File: src/rtl/game_status_rgb_driver.sv
// rtl/game_status_rgb_driver.sv - two RGB status LEDs with blink-on-entry FSMs; optional PWM via GAME_STATUS_PWM_EN
module game_status_rgb_driver #(
  parameter int TICK_DIV         = 36000,
  parameter int BLINK_HALF_TICKS = 250,
  parameter int BLINK_TOGGLES    = 6,
  parameter int PWM_DUTY         = 32
) (
  input  logic       clk,
  input  logic       rst,
  input  logic [1:0] game1_state,
  input  logic [1:0] game2_state,
  output logic [2:0] led16,
  output logic [2:0] led17
);

  localparam int TW  = $clog2(TICK_DIV);
  localparam int HW  = $clog2(BLINK_HALF_TICKS + 1);
  localparam int TGW = $clog2(BLINK_TOGGLES + 1);

  typedef enum logic [2:0] {
    S_PLAY, S_WIN_BLINK, S_WIN_HOLD, S_LOSE_BLINK, S_LOSE_HOLD, S_FAULT
  } state_t;

  if (TICK_DIV < 2 || BLINK_HALF_TICKS < 1 || BLINK_TOGGLES < 1 ||
      PWM_DUTY < 0 || PWM_DUTY > 256) begin : g_param_check
    $error("game_status_rgb_driver: parameter out of range");
  end

  logic [TW-1:0] tick_cnt;
  logic          tick;
  logic          pwm_on;

  assign tick = (tick_cnt == TW'(TICK_DIV - 1));

  // Free-running animation prescaler shared by both LEDs; never realigned to state changes
  always_ff @(posedge clk) begin
    if (rst || tick) tick_cnt <= '0;
    else             tick_cnt <= tick_cnt + 1'b1;
  end

`ifdef GAME_STATUS_PWM_EN
  logic [7:0] pwm_cnt;

  // Shared 8-bit PWM ramp, wraps 255 -> 0
  always_ff @(posedge clk) begin
    if (rst) pwm_cnt <= '0;
    else     pwm_cnt <= pwm_cnt + 8'd1;
  end

  // 9-bit compare so PWM_DUTY = 256 means always on
  assign pwm_on = ({1'b0, pwm_cnt} < 9'(PWM_DUTY));
`else
  assign pwm_on = 1'b1;
`endif

  for (genvar g = 0; g < 2; g++) begin : g_led
    logic [1:0]     din;
    logic [1:0]     in_q;
    logic [1:0]     cur_code, cur_d;
    state_t         state_q, state_d;
    logic [HW-1:0]  half_q, half_d;
    logic [TGW-1:0] tog_q, tog_d;
    logic           phase_q, phase_d;
    logic [2:0]     colour;
    logic [2:0]     led_r;

    assign din = (g == 0) ? game1_state : game2_state;

    // Input sample plus FSM state and blink counters
    always_ff @(posedge clk) begin
      if (rst) begin
        in_q     <= 2'b00;
        cur_code <= 2'b00;
        state_q  <= S_PLAY;
        half_q   <= '0;
        tog_q    <= '0;
        phase_q  <= 1'b1;
      end else begin
        in_q     <= din;
        cur_code <= cur_d;
        state_q  <= state_d;
        half_q   <= half_d;
        tog_q    <= tog_d;
        phase_q  <= phase_d;
      end
    end

    // Next state: a code change restarts the animation and beats any coincident tick
    always_comb begin
      cur_d   = cur_code;
      state_d = state_q;
      half_d  = half_q;
      tog_d   = tog_q;
      phase_d = phase_q;
      if (in_q != cur_code) begin
        cur_d   = in_q;
        half_d  = '0;
        tog_d   = '0;
        phase_d = 1'b1;
        case (in_q)
          2'b10:   state_d = S_WIN_BLINK;
          2'b01:   state_d = S_LOSE_BLINK;
          2'b11:   state_d = S_FAULT;
          default: state_d = S_PLAY;
        endcase
      end else if (tick && (state_q == S_WIN_BLINK || state_q == S_LOSE_BLINK)) begin
        if (half_q == HW'(BLINK_HALF_TICKS - 1)) begin
          half_d = '0;
          tog_d  = tog_q + 1'b1;
          if (tog_q == TGW'(BLINK_TOGGLES - 1)) begin
            // Last toggle lands in HOLD with the LED lit
            phase_d = 1'b1;
            if (state_q == S_WIN_BLINK) state_d = S_WIN_HOLD;
            else                        state_d = S_LOSE_HOLD;
          end else begin
            phase_d = ~phase_q;
          end
        end else begin
          half_d = half_q + 1'b1;
        end
      end
    end

    // Colour of the current state, {R,G,B}
    always_comb begin
      colour = 3'b001;
      case (state_q)
        S_WIN_BLINK, S_WIN_HOLD:   colour = 3'b010;
        S_LOSE_BLINK, S_LOSE_HOLD: colour = 3'b100;
        S_FAULT:                   colour = 3'b101;
        default:                   colour = 3'b001;
      endcase
    end

    // Registered pad drive: colour gated by blink phase and PWM
    always_ff @(posedge clk) begin
      if (rst) led_r <= 3'b000;
      else     led_r <= colour & {3{phase_q}} & {3{pwm_on}};
    end
  end

  assign led16 = g_led[0].led_r;
  assign led17 = g_led[1].led_r;

endmodule

File: config.mk
export PLATFORM = sky130hd
export DESIGN_NAME = game_status_rgb_driver
export DESIGN_NICKNAME = d
export VERILOG_FILES = /design/src/rtl/game_status_rgb_driver.sv
export SDC_FILE = /design/constraint.sdc
export NUM_CORES = 1
export LEC_CHECK = 0
export CAP_MARGIN = 40
export CELL_PAD_IN_SITES_DETAIL_PLACEMENT = 1
export CELL_PAD_IN_SITES_GLOBAL_PLACEMENT = 1
export CORE_ASPECT_RATIO = 1.2
export CORE_MARGIN = 8
export CORE_UTILIZATION = 35
export DETAILED_ROUTE_END_ITERATION = 7
export PLACE_DENSITY = 0.69
export SETUP_SLACK_MARGIN = 0.2
export SLEW_MARGIN = 0
export SYNTH_ARGS = -nofsm -noshare
export SYNTH_HDL_FRONTEND = slang
export SYNTH_SLANG_ARGS = --single-unit
File: constraint.sdc
create_clock -name clk -period 2.1 [get_ports clk]
set_input_delay 0.525 -clock clk [delete_from_list [all_inputs] [get_ports clk]]
set_output_delay 0.525 -clock clk [all_outputs]
set_load 0.02 [all_outputs]
# == Yosys cells after proc, flatten, opt, wreduce, memory -nomap -nowiden ==
# Index checks and enable logic that the tools add are counted.
# totals
regBits,60
inputBits,6
word_cells,86
# op_classes
addsub,5
eq_ne,23
n_mux,18
bitwise_logic,4
reduce_logical,21
# ops
cell,n
$pmux W3 S3,4
$mux W3,10
$eq A3 B3 Y1 const B,6
$add A16 B1 Y16 const B,1
$add A8 B1 Y8 const B,2
$eq A16 B16 Y1 const B,1
$eq A8 B8 Y1 const B,2
$mux W8,2
$eq A3 B2 Y1 const B,4
$reduce_bool A2 Y1,6
$reduce_or A2 Y1,6
$eq A2 B2 Y1 const B,4
$add A3 B1 Y3 const B,2
$and A3 B3 Y3,2
$eq A3 B1 Y1 const B,2
$reduce_and A3 Y1,2
$eq A2 B1 Y1 const B,2
$ne A2 B2 Y1,2
$reduce_and A2 Y1,2
$logic_or A1 B1 Y1,3
$logic_and A1 B1 Y1,2
$mux W1,2
$not A1 Y1,2

# == Depth between registers and ports, before layout ==
# logic_depth
ltp_word,6
depth_mapped,8

# == Worst setup path before layout ==
# OpenSTA, ideal clock, no wires.
# synth_path
path_kind,reg-to-reg
startpoint,register tick_cnt[0]
endpoint,register g_led[1].tog_q[2]
arrival_ps,1718
required_ps,2030
path_slack_ps,312
path_stages_with_launch,8
n_path_buf,2
period_less_slack_ps,1788
path_cell_list,dfxtp_1 ha_1 and4_1 buf_4 nand4_2 buf_6 or4_1 a21oi_1
# synth_between
elab_chain_len,3
# synth_rtl
element,line_no,text
start: declaration,29,logic [TW-1:0] tick_cnt;
start signal: assignment,38,else tick_cnt <= tick_cnt + 1'b1;
$eq A16 B16 Y1,33,assign tick = (tick_cnt == TW'(TICK_DIV - 1));
$logic_and A1 B1 Y1,106,end else if (tick && (state_q == S_WIN_BLINK || state_q == S_LOSE_BLINK)) begin
$reduce_and A2 Y1 (no line),--,
end signal: assignment,83,tog_q <= tog_d;
end: declaration,62,"logic [TGW-1:0] tog_q, tog_d;"
# No other way between the ends.
# A chain may end at the register's enable or synchronous reset.

# == Worst setup path after layout ==
# layout_path
startpoint,"register g_led[1].led_r[1], in the netlist led17[1]"
endpoint,output led17[1]
# layout_lines
element,line_no,text
start: declaration,65,logic [2:0] led_r;
start signal: assignment,138,else led_r <= colour & {3{phase_q}} & {3{pwm_on}};
end: declaration,13,output logic [2:0] led17
# No word-level cell between the ends.

==> impl_metrics.yaml <==
setup_path:
  cp_max_fo: 1
  worstSetupEndpoint: "led17[1]"
  rr_startpoint: "tick_cnt[1]$_SDFF_PP0_"
  slowest_stage: "clkdlybuf4s50_1"
  cpPeakStageDelay_ps: 600
  path_buf_inv: 1
  startpoint_type: "flop"
  worstPathCellList: "clkdlybuf4s50_1"
  rr_worst_depth: 6
  critPathKind: "flop to output port"
  cp.depth: 1
  worstPathRequired_ps: 1570
  crit_family: "buffers and inverters"
  end_kind: "output port"
  worstPathArrival_ps: 1260
  critPathLaunch: "led17[1]$_SDFF_PP0_"
  rrSetupSlack_ps: 310
  r2r_end: "g_led[1].tog_q[0]$_SDFFE_PP0P_"
cts:
  htree_num_levels: 3
  clk_latency_ps: 340
  cts_tree: "yes"
  numCtsBuffers: 9
  cts_root_buf: "clkbuf_8"
  clk_pin_slew_worst_paths_ps: 80
  ctsLongestPathBuffers: 2
  cts_sinks: 60
power_and_ir_drop:
  p_sw_share_pct: 26.63
  power.internal_mw: 1.831
  pwr-share-clk_pct: 42.4
  seq_power_share_pct: 48.5
  comb_power_share_pct: 9.1
  p_per_area_nw_per_um2: 710.1
  p_switching_uw: 664.6
  cellLeakagePower_nw: 1.205
  max-vdd-ir-drop_v: 0.0003115
sta:
  report.final.slew_viol_count: 0
  fin_ws_ps: 311.7
  finalHoldViolCount: 0
  finalSetupTns_ps: 0
  tightest_slew_ps: 523.6
  setup_violations: 0
  timing.final.crit_share_pct: 85.16
  skew_ps: 7.612
  slew-limit-headroom_pct: 65.10
  holdWs_ps: 448.7
  max_freq_ghz: 0.5592
  rsz0062_at_grt: "yes"
  final.min_clock_period_ps: 1788
drt:
  vias_per_cell: 5.308
  dr.pass1.iters: 4
  drc: 0
  drtIter0Drc: 127
  vias: 2553
  wl_per_cell_um: 14.75
  routed_wl_um: 7097
  drtAntennaViolNets: 0
global_route:
  grt_pass1_vias: 2588
  grt_use_met3_pct: 2.266
  grt_overflow: 0
  busiest_layer: "met2"
  grt_start_max_net_pins: 24
  antenna_found_initial: 0
  grt_pass1_wl_um: 12140
  grt_use_met1_pct: 14.52
  track_usage_pct: 13.12
  met2_usage_pct: 23.32
yosys:
  dominantRegCellSynth: "dfxtp_1"
  syn_inst: 338
  synth.distinct_cells: 50
  synth_edf_count: 0
  ys_seq_area_share_pct: 40.96
  syn_area_um2: 2933
  async_flop_share_pct: 0
  ys.warnings.count: 0
  syn_area_per_cell_um2: 8.677
  syn-num-nets: 353
  synth.ff_latch_count: 60
floorplanning:
  io_pins: 12
  die_area_um2: 11580
  start_util_pct: 35.97
  die_h_um: 116.3
  coreArea_um2: 8153
  rows: 36
  die_x_um: 99.57
cells_and_area:
  drive_gt1_share_pct: 14.44
  fin_nets: 377
  final_common_cell: "dfxtp_1"
  diodes: 0
  syn2layout_area_growth_pct: 19.84
  layout_common_cells: "57 x dfxtp_1, 27 x a21oi_1, 26 x o21ai_0"
place:
  dp_hpwl_um: 5073
  place.gp.congestion: 0.7583
  place_ws_ps: 108.1
  port_buffers: 11
worst_hold_path:
  hold_start: "tick_cnt[0]$_SDFF_PP0_"
  hold_path.class: "flop to flop"
status:
  status: "completed"
job:
  maxCapViolCount: 0
## sequential cells by signal, summed over array words and instances, names as in the netlist
| name | count |
|---|---|
| g_led.state_q | 6 |
| g_led.half_q | 16 |
| g_led.cur_code | 4 |
| g_led.phase_q | 2 |
| led17 | 3 |
| g_led.in_q | 4 |
| led16 | 3 |
| tick_cnt | 16 |
| g_led.tog_q | 6 |
## synthesized netlist by cell type (2+ instances only)
cell type / count / area [um^2]
nor2_1: 22 / 82.58
nand4b_1: 2 / 17.52
nor3_1: 9 / 45.04
xor2_1: 14 / 122.6
a21oi_1: 27 / 135.1
mux2i_1: 2 / 20.02
a21o_1: 2 / 15.01
and4_1: 5 / 43.79
nand4_2: 2 / 25.02
nand4_1: 16 / 100.1
inv_1: 9 / 33.78
dfxtp_1: 60 / 1201
and3b_1: 2 / 17.52
or3_1: 24 / 150.1
a31oi_1: 3 / 18.77
nand3_1: 6 / 30.03
and3_1: 6 / 37.54
ha_1: 9 / 112.6
or4_1: 7 / 52.55
clkbuf_1: 14 / 52.55
o31ai_1: 7 / 52.55
xnor2_1: 3 / 26.28
nor2b_1: 8 / 50.05
o21ai_0: 26 / 130.1
nor4_1: 4 / 25.02
nand2_1: 18 / 67.56
and2_1: 2 / 12.51
o21ba_2: 2 / 20.02
nand2b_1: 6 / 37.54
## cell families after synthesis
kind of cell	Yosys count	synth area share (%)
AOI/OAI and AO/OA	77	15.83
xor gates and xnor gates	17	5.077
adders and majority gates	9	3.840
buffers and inverters	26	3.711
DFF	60	40.96
muxes	2	0.6826
and+or+nand+nor	147	29.91
## power groups by stage
stage               clock, mW  combinational, mW  sequential [mW]
finish                   1.06              0.226             1.21
detailed placement          0              0.226             1.24
global route             1.15              0.250             1.22
global placement            0              0.222             1.23
CTS                      1.09              0.227             1.21
floorplan                   0              0.131             1.24
## final cells by class
type | instances | area, um^2
fillers | 978 | 4638
multi-input cells | 252 | 1653
flip-flops and latches | 60 | 1205
repair buffers | 30 | 280.3
well taps | 114 | 142.6
clock buffers | 9 | 123.9
clock inverters | 7 | 76.32
inverters | 9 | 33.78
## stage by stage
stage	total power [mW]	area, um^2	cells	util, %
2_1_floorplan	1.371	2933	338	-
3_3_place_gp	1.455	3221	459	39.50
3_5_place_dp	1.462	3221	459	39.50
4_1_cts	2.527	3435	476	42.13
5_1_grt	2.623	3515	481	43.11
6_report	2.496	3515	481	43.11
## routing by layer
layer	routed length (um)	vias to the layer above
met5	0	-
met4	164	0
met3	117	11
met2	3661	18
met1	3153	1238
li1	-	1286
## repair_timing
item / CTS / global route
setup endpoints to repair: 9 / 16
pin swaps: 1 / 6
endpoints found under the hold margin: 0 / 0
buffers inserted: 1 / 5
hold buffers: 0 / 0
resized for setup: 3 / 12
## worst min-delay path by stage
stage	end	slack, ps	depth (start not counted)
after detailed placement	tick_cnt[0]$_SDFF_PP0_	440	1
after global routing	tick_cnt[0]$_SDFF_PP0_	480	1
final	tick_cnt[0]$_SDFF_PP0_	450	1
after global placement	tick_cnt[0]$_SDFF_PP0_	420	1
after floorplan	tick_cnt[0]$_SDFF_PP0_	410	1
after CTS	tick_cnt[0]$_SDFF_PP0_	460	1
No activity file was read; power rests on OpenSTA's default activity.
